File: src/rtl/riscv_instr_prefetch_queue.sv
`default_nettype none
// ============================================================================
// Module   : riscv_instr_prefetch_queue
// Brief    : Instruction prefetch front end with a small word FIFO, branch
//            redirect/flush and aborted-response discard.
//            Optional macro RISCV_PF_BYPASS_EN: an empty FIFO forwards the
//            bus response to the IF stage in the same cycle.
// Revision : 1.0 - initial release
// ============================================================================
module riscv_instr_prefetch_queue #(
    parameter int DEPTH       = 4,
    parameter int RDATA_WIDTH = 32
) (
    input  logic                   clk,
    input  logic                   rst_n,
    input  logic                   req_i,
    input  logic                   branch_i,
    input  logic [31:0]            addr_i,
    input  logic                   ready_i,
    output logic                   valid_o,
    output logic [RDATA_WIDTH-1:0] rdata_o,
    output logic [31:0]            addr_o,
    output logic                   instr_req_o,
    output logic [31:0]            instr_addr_o,
    input  logic                   instr_gnt_i,
    input  logic                   instr_rvalid_i,
    input  logic [RDATA_WIDTH-1:0] instr_rdata_i,
    output logic                   busy_o
);

    localparam int c_PTR_W = $clog2(DEPTH);
    localparam int c_CNT_W = c_PTR_W + 1;
    localparam logic [c_CNT_W-1:0] c_DEPTH = c_CNT_W'(DEPTH);

    typedef enum logic [1:0] {
        IDLE         = 2'd0,
        WAIT_GNT     = 2'd1,
        WAIT_RVALID  = 2'd2,
        WAIT_ABORTED = 2'd3
    } state_t;

    state_t                 r_state;
    logic [31:0]            r_fetch_addr;
    logic [31:0]            r_rsp_addr;
    logic [RDATA_WIDTH-1:0] r_mem_data [DEPTH];
    logic [31:0]            r_mem_addr [DEPTH];
    logic [c_PTR_W-1:0]     r_wptr;
    logic [c_PTR_W-1:0]     r_rptr;
    logic [c_CNT_W-1:0]     r_count;

    logic               w_empty;
    logic               w_rsp_ok;
    logic               w_bypass;
    logic               w_push;
    logic               w_pop;
    logic [c_CNT_W-1:0] w_count_next;
    logic               w_unused;

    assign w_unused = ^addr_i[1:0];
    assign w_empty  = (r_count == '0);
    // A response is only kept when it belongs to a live, non-redirected fetch.
    assign w_rsp_ok = (r_state == WAIT_RVALID) && instr_rvalid_i && !branch_i;

`ifdef RISCV_PF_BYPASS_EN
    assign w_bypass = w_rsp_ok && w_empty;
`else
    assign w_bypass = 1'b0;
`endif

    assign valid_o = !branch_i && (!w_empty || w_bypass);
    assign rdata_o = w_bypass ? instr_rdata_i : (w_empty ? '0 : r_mem_data[r_rptr]);
    assign addr_o  = w_bypass ? r_rsp_addr    : (w_empty ? '0 : r_mem_addr[r_rptr]);

    assign w_pop  = valid_o && ready_i && !w_empty;
    assign w_push = w_rsp_ok && !(w_bypass && ready_i);
    assign w_count_next = r_count + {{(c_CNT_W-1){1'b0}}, w_push}
                                  - {{(c_CNT_W-1){1'b0}}, w_pop};

    assign instr_req_o  = (r_state == WAIT_GNT);
    assign instr_addr_o = r_fetch_addr;
    assign busy_o       = (r_state != IDLE);

    always_ff @(posedge clk or negedge rst_n) begin
        if (!rst_n) begin
            r_state      <= IDLE;
            r_fetch_addr <= '0;
            r_rsp_addr   <= '0;
        end else if (branch_i) begin
            r_fetch_addr <= {addr_i[31:2], 2'b00};
            case (r_state)
                IDLE:     r_state <= WAIT_GNT;
                // A grant in the redirect cycle still belongs to the old address.
                WAIT_GNT: r_state <= instr_gnt_i ? WAIT_ABORTED : WAIT_GNT;
                default:  r_state <= instr_rvalid_i ? WAIT_GNT : WAIT_ABORTED;
            endcase
        end else begin
            case (r_state)
                IDLE: begin
                    if (req_i && (r_count < c_DEPTH)) begin
                        r_state <= WAIT_GNT;
                    end
                end
                WAIT_GNT: begin
                    if (instr_gnt_i) begin
                        r_rsp_addr   <= r_fetch_addr;
                        r_fetch_addr <= r_fetch_addr + 32'd4;
                        r_state      <= WAIT_RVALID;
                    end
                end
                WAIT_RVALID: begin
                    if (instr_rvalid_i) begin
                        r_state <= (req_i && (w_count_next < c_DEPTH)) ? WAIT_GNT : IDLE;
                    end
                end
                default: begin
                    if (instr_rvalid_i) begin
                        r_state <= WAIT_GNT;
                    end
                end
            endcase
        end
    end

    always_ff @(posedge clk or negedge rst_n) begin
        if (!rst_n) begin
            r_wptr  <= '0;
            r_rptr  <= '0;
            r_count <= '0;
        end else if (branch_i) begin
            r_wptr  <= '0;
            r_rptr  <= '0;
            r_count <= '0;
        end else begin
            if (w_push) begin
                r_wptr <= r_wptr + 1'b1;
            end
            if (w_pop) begin
                r_rptr <= r_rptr + 1'b1;
            end
            r_count <= w_count_next;
        end
    end

    always_ff @(posedge clk) begin
        if (w_push) begin
            r_mem_data[r_wptr] <= instr_rdata_i;
            r_mem_addr[r_wptr] <= r_rsp_addr;
        end
    end

endmodule
`default_nettype wire

File: config.mk
export PLATFORM = sky130hd
export DESIGN_NAME = riscv_instr_prefetch_queue
export DESIGN_NICKNAME = d
export VERILOG_FILES = /design/src/rtl/riscv_instr_prefetch_queue.sv
export SDC_FILE = /design/constraint.sdc
export NUM_CORES = 1
export LEC_CHECK = 0
export ABC_AREA = 1
export CAP_MARGIN = 20
export CORE_UTILIZATION = 50
export DETAILED_ROUTE_END_ITERATION = 6
export GPL_ROUTABILITY_DRIVEN = 0
export HOLD_SLACK_MARGIN = 0.12
export PLACE_DENSITY = 0.76
export SLEW_MARGIN = 40
export SYNTH_ARGS = -nofsm -noshare
export SYNTH_HDL_FRONTEND = slang
export SYNTH_SLANG_ARGS = --single-unit
File: constraint.sdc
create_clock -name clk -period 3.6 [get_ports clk]
set_input_delay 0.36 -clock clk [delete_from_list [all_inputs] [get_ports clk]]
set_output_delay 0.36 -clock clk [all_outputs]
set_load 0.05 [all_outputs]
==> impl_results.md, run 1 <==
- Status: finished with violations
- Failing checks: design-rule violations
- Clk_lat worst skew: ~550 ps
- Cell count after synthesis: ~1.3k
- Total die area: around 28000 µm²
- Final hold vios: 0
- Number of H-tree levels: 1
- Starting Density: 0.513
- CP Data Arrival Time: roughly 2500 ps
- Final Skew: a little under 10 ps
- DPL Wire Length: around 18000 µm
- Port bufs: between 150 and 200
- Global routing usage on met2: 0.367
- Num CTS Buffers: 31
- Max-Cap Viols: 0
- GRT Total Usage: 0.219
- F_max: approximately 350 MHz
- Worst Max-Slew Pin Slew: between 800 and 900 ps
- Cell variety after synth: 38
- Crit path time final: ~2900 ps
- Final wirelength: just over 30000 µm
- Diode count: 0
- Slew headroom: 0.452
- RSZ-0062 raised after global routing: false
- Grt ovf: 0
- Fin Hold WS: between 300 and 400 ps
- CTS Buffer Depth: 3
- Pwr Density: between 700 and 800 nW/µm²
- DR WL/cell: 17.3 µm
- Area grow syn2layout: 27.3%
- Setup violators final: 0
- Combinational Power Share: 0.396
- Via density per instance: 5.43
- Largest net degree at the start of global routing: 76
- Chip Height: about 170 µm
- Crit path launch: r_rptr[0]
- Antenna violations before repair: 0
- Cell area after synthesis: roughly 13000 µm²
- Fraction of layout cells with a size suffix above 1: 0.114
- Switching portion of total power: 0.374
- Worst min path class: in2async
- FF-to-FF Start: r_state[0]
- Part of the Yosys area used for sequential elements: 0.682
- VDD IR max: ~0.54 mV
- Starting DRT DRC Count: 890
- Reg power frac: 0.356
- Busiest grt layer: met2
- LEAKAGE: about 6.5 nW
- Worst setup SP type: flop
- Pins Over Slew Limit: 0
- Post-CTS Setup Bufs: 0
- Core box area: approximately 26000 µm²
- Critical path capture point type: output port
- Grt met1 use: 0.301
- Initial DRT Pass Iterations: 7
- Die W: between 150 and 200 µm
- Vias in the first global route: ~9k
- NetSw: approximately 5.1 mW
- CTS tree: yes
- CP Class: reg2out
- Post-route ant nets: 0
- Nets: between 1k and 1.5k
- Tot Pwr: about 14 mW
- YS warnings: 0
- Met3 Track Usage GR: 0.0262
- Crit Path Max Fanout: 74
- Vias: between 9k and 10k
- IO Count: 170
- Root Buffer: clkbuf_16
- Worst-path clk slew: about 60 ps
- Global-route wire length before repair: between 40000 and 50000 µm
- Final period util: 0.799
- CTS sink count: 317
- Clk pwr share: 0.248
- Synth Register Bits: roughly 320
- Avg Inst Size Synth: approximately 11 µm²
- Row cnt: roughly 60
- WP data required: approximately 3200 ps
- Int Power: around 8.5 mW
- Post-route DRC violation count: 14
## cells by family (layout without fill, tap and decap cells)
family	Yosys count	in the layout	share of synthesized area
compound gates	255	255	0.0969
xor+xnor	7	7	0.00456
fa+ha+maj	8	8	0.00800
buf+inv	124	294	0.0404
flops	317	317	0.682
other cells	1	4	0.000279
simple gates	541	541	0.167
## layout make-up
cell class | count | area [µm²]
clock buffer | 42 | 847
clock inverter | 15 | 236
fill | 1888 | 9090
inverter | 58 | 218
multi-input combinational | 815 | 3770
sequential | 317 | 9180
tap | 335 | 419
timing repair buffer | 179 | 2450
## registers in the layout, indices dropped and copies added (netlist names)
signal / flops
r_rptr: 2
r_state: 2
r_mem_addr: 120
r_rsp_addr: 30
instr_addr_o: 30
r_count: 3
r_mem_data: 128
r_wptr: 2
## worst max-delay path: stages (launching register included)
cell	delay, ps
dfrtp_4	420
buf_4	630
nor2_1	120
nor2_1	120
o21ai_0	130
a21oi_1	330
buf_12	180
## metal layers
layer,share of wire,up-vias,wire length (µm)
met5,0,-,0
met4,0.021,0,640
met3,0.079,45,2400
met2,0.47,434,14400
met1,0.43,4512,13000
li1,-,4567,-
## path summary, 6_finish.rpt
kind                                     to  slack (ps)  depth (start not counted)
setup / recovery                 addr_o[28]         720                          6
max in group asynchronous         r_rptr[0]        2450                          3
setup reg to reg                 r_state[0]         900                         15
hold / removal              instr_addr_o[7]         300                          2
min in group clk            instr_addr_o[3]         390                          3
hold reg to reg            r_mem_addr[0][8]         520                          0
## cell usage in the layout, fill, tap and decap left out, types with 7 or more instances in the layout
cell type,netlist,final
nand3_1,30,30
nor2_4,6,10
clkbuf_16,0,31
clkbuf_1,29,8
edfxtp_1,248,248
o21ai_0,139,139
clkdlybuf4s50_1,0,100
inv_1,48,48
buf_4,9,10
nand2_1,153,153
dfrtp_1,69,67
a21oi_1,77,77
ha_1,7,7
inv_2,10,10
o21ai_1,29,29
nor2_1,325,321
buf_12,0,68
## synth_stat cells, drive strengths merged
library cell	number	area share
nor2	337	0.10
edfxtp	248	0.55
o21ai	168	0.063
nand2	160	0.048
a21oi	77	0.029
dfrtp	69	0.13
inv	58	0.016
buf	37	0.016
nand3	30	0.011
clkbuf	29	0.0081
ha	7	0.0065
nand4	6	0.0028
xor2	6	0.0039
nand3b	4	0.0022
nor3	2	0.00074
o21bai	2	0.0011
o22ai	2	0.00093
a21bo	1	0.00074
a31oi	1	0.00047
conb	1	0.00028
fa	1	0.0015
nor4	1	0.00047
o211ai	1	0.00056
o21a	1	0.00056
o221ai	1	0.00065
o311ai	1	0.00065
or2	1	0.00047
xnor2	1	0.00065
## metrics by stage
step,setup TNS (ps),cell area [µm²],setup slack (ps),instances,util
after floorplan,-86320,13500,-348,1256,-
after detailed placement,0,16000,553,1703,0.611
after CTS,0,17100,704,1761,0.653
final,0,17100,722,1761,0.653
after global routing,0,17100,587,1761,0.653
after global placement,0,16000,600,1703,0.611
## power groups by stage
stage / Sequential, mW / Combinational (mW) / Clock (mW)
after CTS: 4.84 / 5.42 / 3.43
after detailed placement: 4.91 / 5.40 / 0
after global routing: 4.89 / 5.70 / 3.57
after floorplan: 5.04 / 2.81 / 0
after global placement: 4.88 / 5.33 / 0
final: 4.85 / 5.39 / 3.39
## what timing repair did
action                                 4_1_cts  5_1_grt
hold buffers                                 1        0
endpoints found under the hold margin       33        0
gates resized for setup                      0        0
(Power assumes the default switching activity.)
==> run 2, diff against run 1 <==
==> constraint.sdc (replaced) <==
create_clock -name clk -period 2.56 [get_ports clk]
set_input_delay 0.256 -clock clk [delete_from_list [all_inputs] [get_ports clk]]
set_output_delay 0.256 -clock clk [all_outputs]
set_load 0.05 [all_outputs]
==> run 2 against run 1 <==
The flow still finishes with violations (design-rule violations). Critical path depth unchanged. Clock power grew 32%. Die area did not move. Clock skew grew 12 ps. Critical endpoint is now addr_o[11]. Register-to-register slack got worse by 770 ps. Sequential cell count unchanged. Largest power group unchanged. Combinational power up 47%.
==> impl_results.md, run 2 (synthesis gave the netlist of run 1 again) <==
- Vias in the first global route: between 9k and 10k
- Post-DP Area: between 15000 and 20000 µm²
- Placed cell count: between 1.5k and 2k
- Initial DRT Pass Iterations: 7
- Biggest regs: r_mem_data (128), r_mem_addr (120)
- Register area: ~9200 µm²
- Diode count: 0
- Combinational Power Share: 0.413
- Number of H-tree levels: 1
- Starting Density: 0.513
- Antenna violations before repair: 0
- NetSw: roughly 7.4 mW
- Clk_lat worst skew: about 560 ps
- Global-route wire length before repair: 49000 µm
- CTS Buffer Depth: 3
- Reg with most FFs: r_mem_data
- Int Power: 11.9 mW
- Crit path time final: around 2500 ps
- CTS sink count: 317
- Finished Layout Cells: ~1.8k
- Reg2Reg Setup Slack: about 130 ps
- VDD IR max: 0.685 mV
- Total die area: between 20000 and 30000 µm²
- Pwr Density: roughly 1100 nW/µm²
- Status: finished with violations
- Final Skew: about 22 ps
- F_max: 399 MHz
- Via density per instance: 5.47
- Core box area: 26200 µm²
- Fin Setup TNS: 0 ps
- Crit Path Max Fanout: 47
- Port bufs: ~160
- Worst setup SP type: flop
- Fin worst setup slack: approximately 52 ps
- WP data required: between 2000 and 2500 ps
- CTS tree: yes
- Post-route DRC violation count: 14
- GRT Total Usage: 0.225
- Most frequent cells in the layout: nor2_1 (318), edfxtp_1 (248), nand2_1 (152)
- DR WL/cell: 18.0 µm
- CP Cell Sequence: inv_2, buf_12, nor2_1, o21ai_0, a21oi_1, buf_12
- Max reg flops: 128
- Final core utilization: 0.665
- Grt ovf: 0
- Post-route ant nets: 0
- Vias: approximately 9.7k
- Final hold vios: 0
- Largest net degree at the start of global routing: between 80 and 90
- Failing checks: design-rule violations
- Pins Over Slew Limit: 0
- Starting DRT DRC Count: around 970
- Worst-path clk slew: roughly 70 ps
- Most common cell after layout, fill and taps aside: nor2_1
- Num CTS Buffers: 30
- Area grow syn2layout: 29.6%
- Fraction of layout cells with a size suffix above 1: 0.148
- Setup violators final: 0
- Worst Max-Slew Pin Slew: roughly 650 ps
- Design area: 17400 µm²
- Switching portion of total power: 0.382
- Die W: around 170 µm
- Max stage delay on crit path: approximately 600 ps
- Placement-stage worst setup slack: -71.9 ps
- DPL Wire Length: 19100 µm
- Worst min path class: in2async
- Final wirelength: 32000 µm
- Final period util: 0.980
- CP Data Arrival Time: 2250 ps
- Multi-input logic area: about 3900 µm²
- Cell with the largest stage delay on the worst path: dfrtp_4
- Slew headroom: 0.568
- Most used cell, CP: buf_12
- Critical path capture point type: output port
- Clk pwr share: 0.232
- Nets: between 1.5k and 2k
- CP Class: reg2out
- IO Count: 170
- FILL cells: around 1.9k
- LEAKAGE: between 6 and 7 nW
- Reg power frac: 0.356
- Chip Height: between 150 and 200 µm
- Root Buffer: clkbuf_16
- Row cnt: 59
- Max-Cap Viols: 0
## run 2: power groups by stage
stage,Clock (mW),Combinational (mW),Sequential [mW]
after floorplan,0,3.97,7.08
after global placement,0,7.60,6.88
after detailed placement,0,7.68,6.92
after CTS,4.52,7.76,6.83
after global routing,4.73,8.38,6.92
final,4.47,7.95,6.86
## run 2: cell type report
type                       instances  share of cell area
sequential                       317               0.527
multi-input combinational        815               0.222
timing repair buffer             202               0.156
clock buffer                      36              0.0473
tap                              335              0.0241
inverter                          58              0.0125
clock inverter                    19              0.0107
## run 2: path summary, 6_finish.rpt
check | start | to | cells after the start
worst max-delay path | r_rptr[1] | addr_o[11] | 6
worst min-delay path | rst_n | instr_addr_o[9] | 2
worst max register to register | r_count[1] | r_state[0] | 17
worst min register to register | r_rsp_addr[9] | r_mem_addr[1][9] | 0
max in group asynchronous | rst_n | r_rsp_addr[18] | 3
min in group clk | addr_i[3] | instr_addr_o[3] | 3
## run 2: worst max-delay path: cells and delay by family (launching register included)
family	cells	cell delay [ps]
flip-flops	1	600
buffers and inverters	3	490
AO/OA/AOI/OAI	2	440
AND/OR/NAND/NOR	1	150
## run 2: metrics by stage
step | power (mW) | hold slack, ps
after floorplan | 11.0 | -39.6
after global placement | 14.5 | 280
after detailed placement | 14.6 | 289
after CTS | 19.1 | 251
after global routing | 20.0 | 270
final | 19.3 | 245
## run 2: layer usage
metal | vias up | global-route usage | routed length (µm) | share of wire
met5 | - | 0 | 0 | 0
met4 | 0 | 0.0589 | 748 | 0.023
li1 | 4600 | - | - | -
met3 | 60 | 0.0315 | 2390 | 0.075
met1 | 4651 | 0.309 | 13600 | 0.42
met2 | 431 | 0.379 | 15300 | 0.48
## run 2: what timing repair did
item	CTS	global route
pin swaps	0	5
hold endpoints to repair	20	0
setup buffers	0	4
setup endpoints to repair	62	47
cloned	0	1
gates resized for setup	7	27
hold buffers	1	0
==> variant (flow settings as in run 1) <==
Add a define of `RISCV_PF_BYPASS_EN`.
--- a/src/rtl/riscv_instr_prefetch_queue.sv
+++ b/src/rtl/riscv_instr_prefetch_queue.sv
@@ -7,6 +7,8 @@
 //            bus response to the IF stage in the same cycle.
 // Revision : 1.0 - initial release
 // ============================================================================
+`define RISCV_PF_BYPASS_EN
+
 module riscv_instr_prefetch_queue #(
     parameter int DEPTH       = 4,
     parameter int RDATA_WIDTH = 32
Function: changed (Yosys sat finds a counterexample within 4 cycles, from zero or initial values and one cycle with rst_n low).
==> variant against run 1 <==
Sequential cell count stayed put; worst hold slack improved by 0.070 ns; utilization fell by 0.53 points; wire length is 5.2% higher; area after synthesis is 2.0% higher; cell area up 2.0%; setup slack worse by 0.011 ns; via count increased by 2.8%; total power decreased by 1.5%.
==> variant: results (changes against run 1) <==
- Outcome: completed (was finished, violations left)
- Clock group: 0.00348 W (was 0.00339 W)
- Total Routing Usage GR: 0.2290 (was 0.2187)
- CTS buffer count: 34 (was 31)
- Final Cycle Share: 0.8023 (was 0.7993)
- Synth cell count leaders: nand2_1, edfxtp_1, nand3_1, nor2_1, dfrtp_1 (was nor2_1, edfxtp_1, nand2_1, o21ai_0, a21oi_1)
- Seq/Total Area, Yosys: 0.6691 (was 0.6825)
- Final net count: 1484 (was 1481)
- Cells after DPL: 1709 (was 1703)
- Non-Clock Inverter Count: 61 (was 58)
- Max Clock Skew: 0.01567 ns (was 0.009821 ns)
- Worst VDD drop: 625.4 µV (was 537.0 µV)
- Ratio of cells with drive above 1 in the final layout: 0.1106 (was 0.1136)
- Area of the multi-input gates: 3983 µm² (was 3766 µm²)
- Dominant cells by area after synthesis: edfxtp_1, dfrtp_1, nand2_1, nand3_1, a32o_1 (was edfxtp_1, dfrtp_1, nor2_1, o21ai_0, nand2_1)
- Largest net degree at the start of global routing: 126 (was 76)
- CP peak stage delay: 0.50 ns (was 0.63 ns)
- Share of the synthesized area in the top cell type: 0.5432 (was 0.5540)
- CLK BUF: 47 (was 42)
- ClkCell Share: 0.06430 (was 0.06332)
- CP max FO: 14 (was 74)
- Worst Setup EP: addr_o[12] (was addr_o[28])
- First-pass GRT wire length: 50540 µm (was 47480 µm)
- Dpl ws: 0.6511 ns (was 0.5532 ns)
- CP top delay family: simple AND/OR/NAND/NOR gates (was buffers and inverters)
- Worst EP arrival: 2.53 ns (was 2.52 ns)
- Seq Cell Count: 317 (unchanged)
- Layout Cells excl Fill: 1770 (was 1761)
- Vias in the first global route: 9491 (was 9144)
- Switching share of power: 0.3660 (was 0.3742)
- RR Startpoint: r_count[1] (was r_state[0])
- DRT Wirelength: 32010 µm (was 30410 µm)
- Buffer share of cell area: 0.1441 (was 0.1430)
-- variant: changes by cell type after synthesis, sizes merged, moves of 2 or more --
| cell | run 1 | this run |
|---|---|---|
| o21ai | 168 | 37 |
| o211ai | 1 | 9 |
| nand3 | 30 | 163 |
| clkbuf | 29 | 35 |
| inv | 58 | 61 |
| a32o | 0 | 62 |
| nor2 | 337 | 79 |
| a21oi | 77 | 6 |
| nand3b | 4 | 2 |
| o21bai | 2 | 4 |
| nand4 | 6 | 8 |
| o22ai | 2 | 0 |
| nand2 | 160 | 409 |
-- variant: stage by stage --
stage / hold WS (ns) / area [µm²] / TNS (ns) / utilization
floorplan: 0.06441 / 13720 / -121.21 / -
global placement: 0.5017 / 16320 / 0 / 0.6056
detailed placement: 0.5171 / 16320 / 0 / 0.6056
CTS: 0.4194 / 17450 / 0 / 0.6476
global route: 0.3962 / 17460 / 0 / 0.6477
finish: 0.3737 / 17460 / 0 / 0.6477
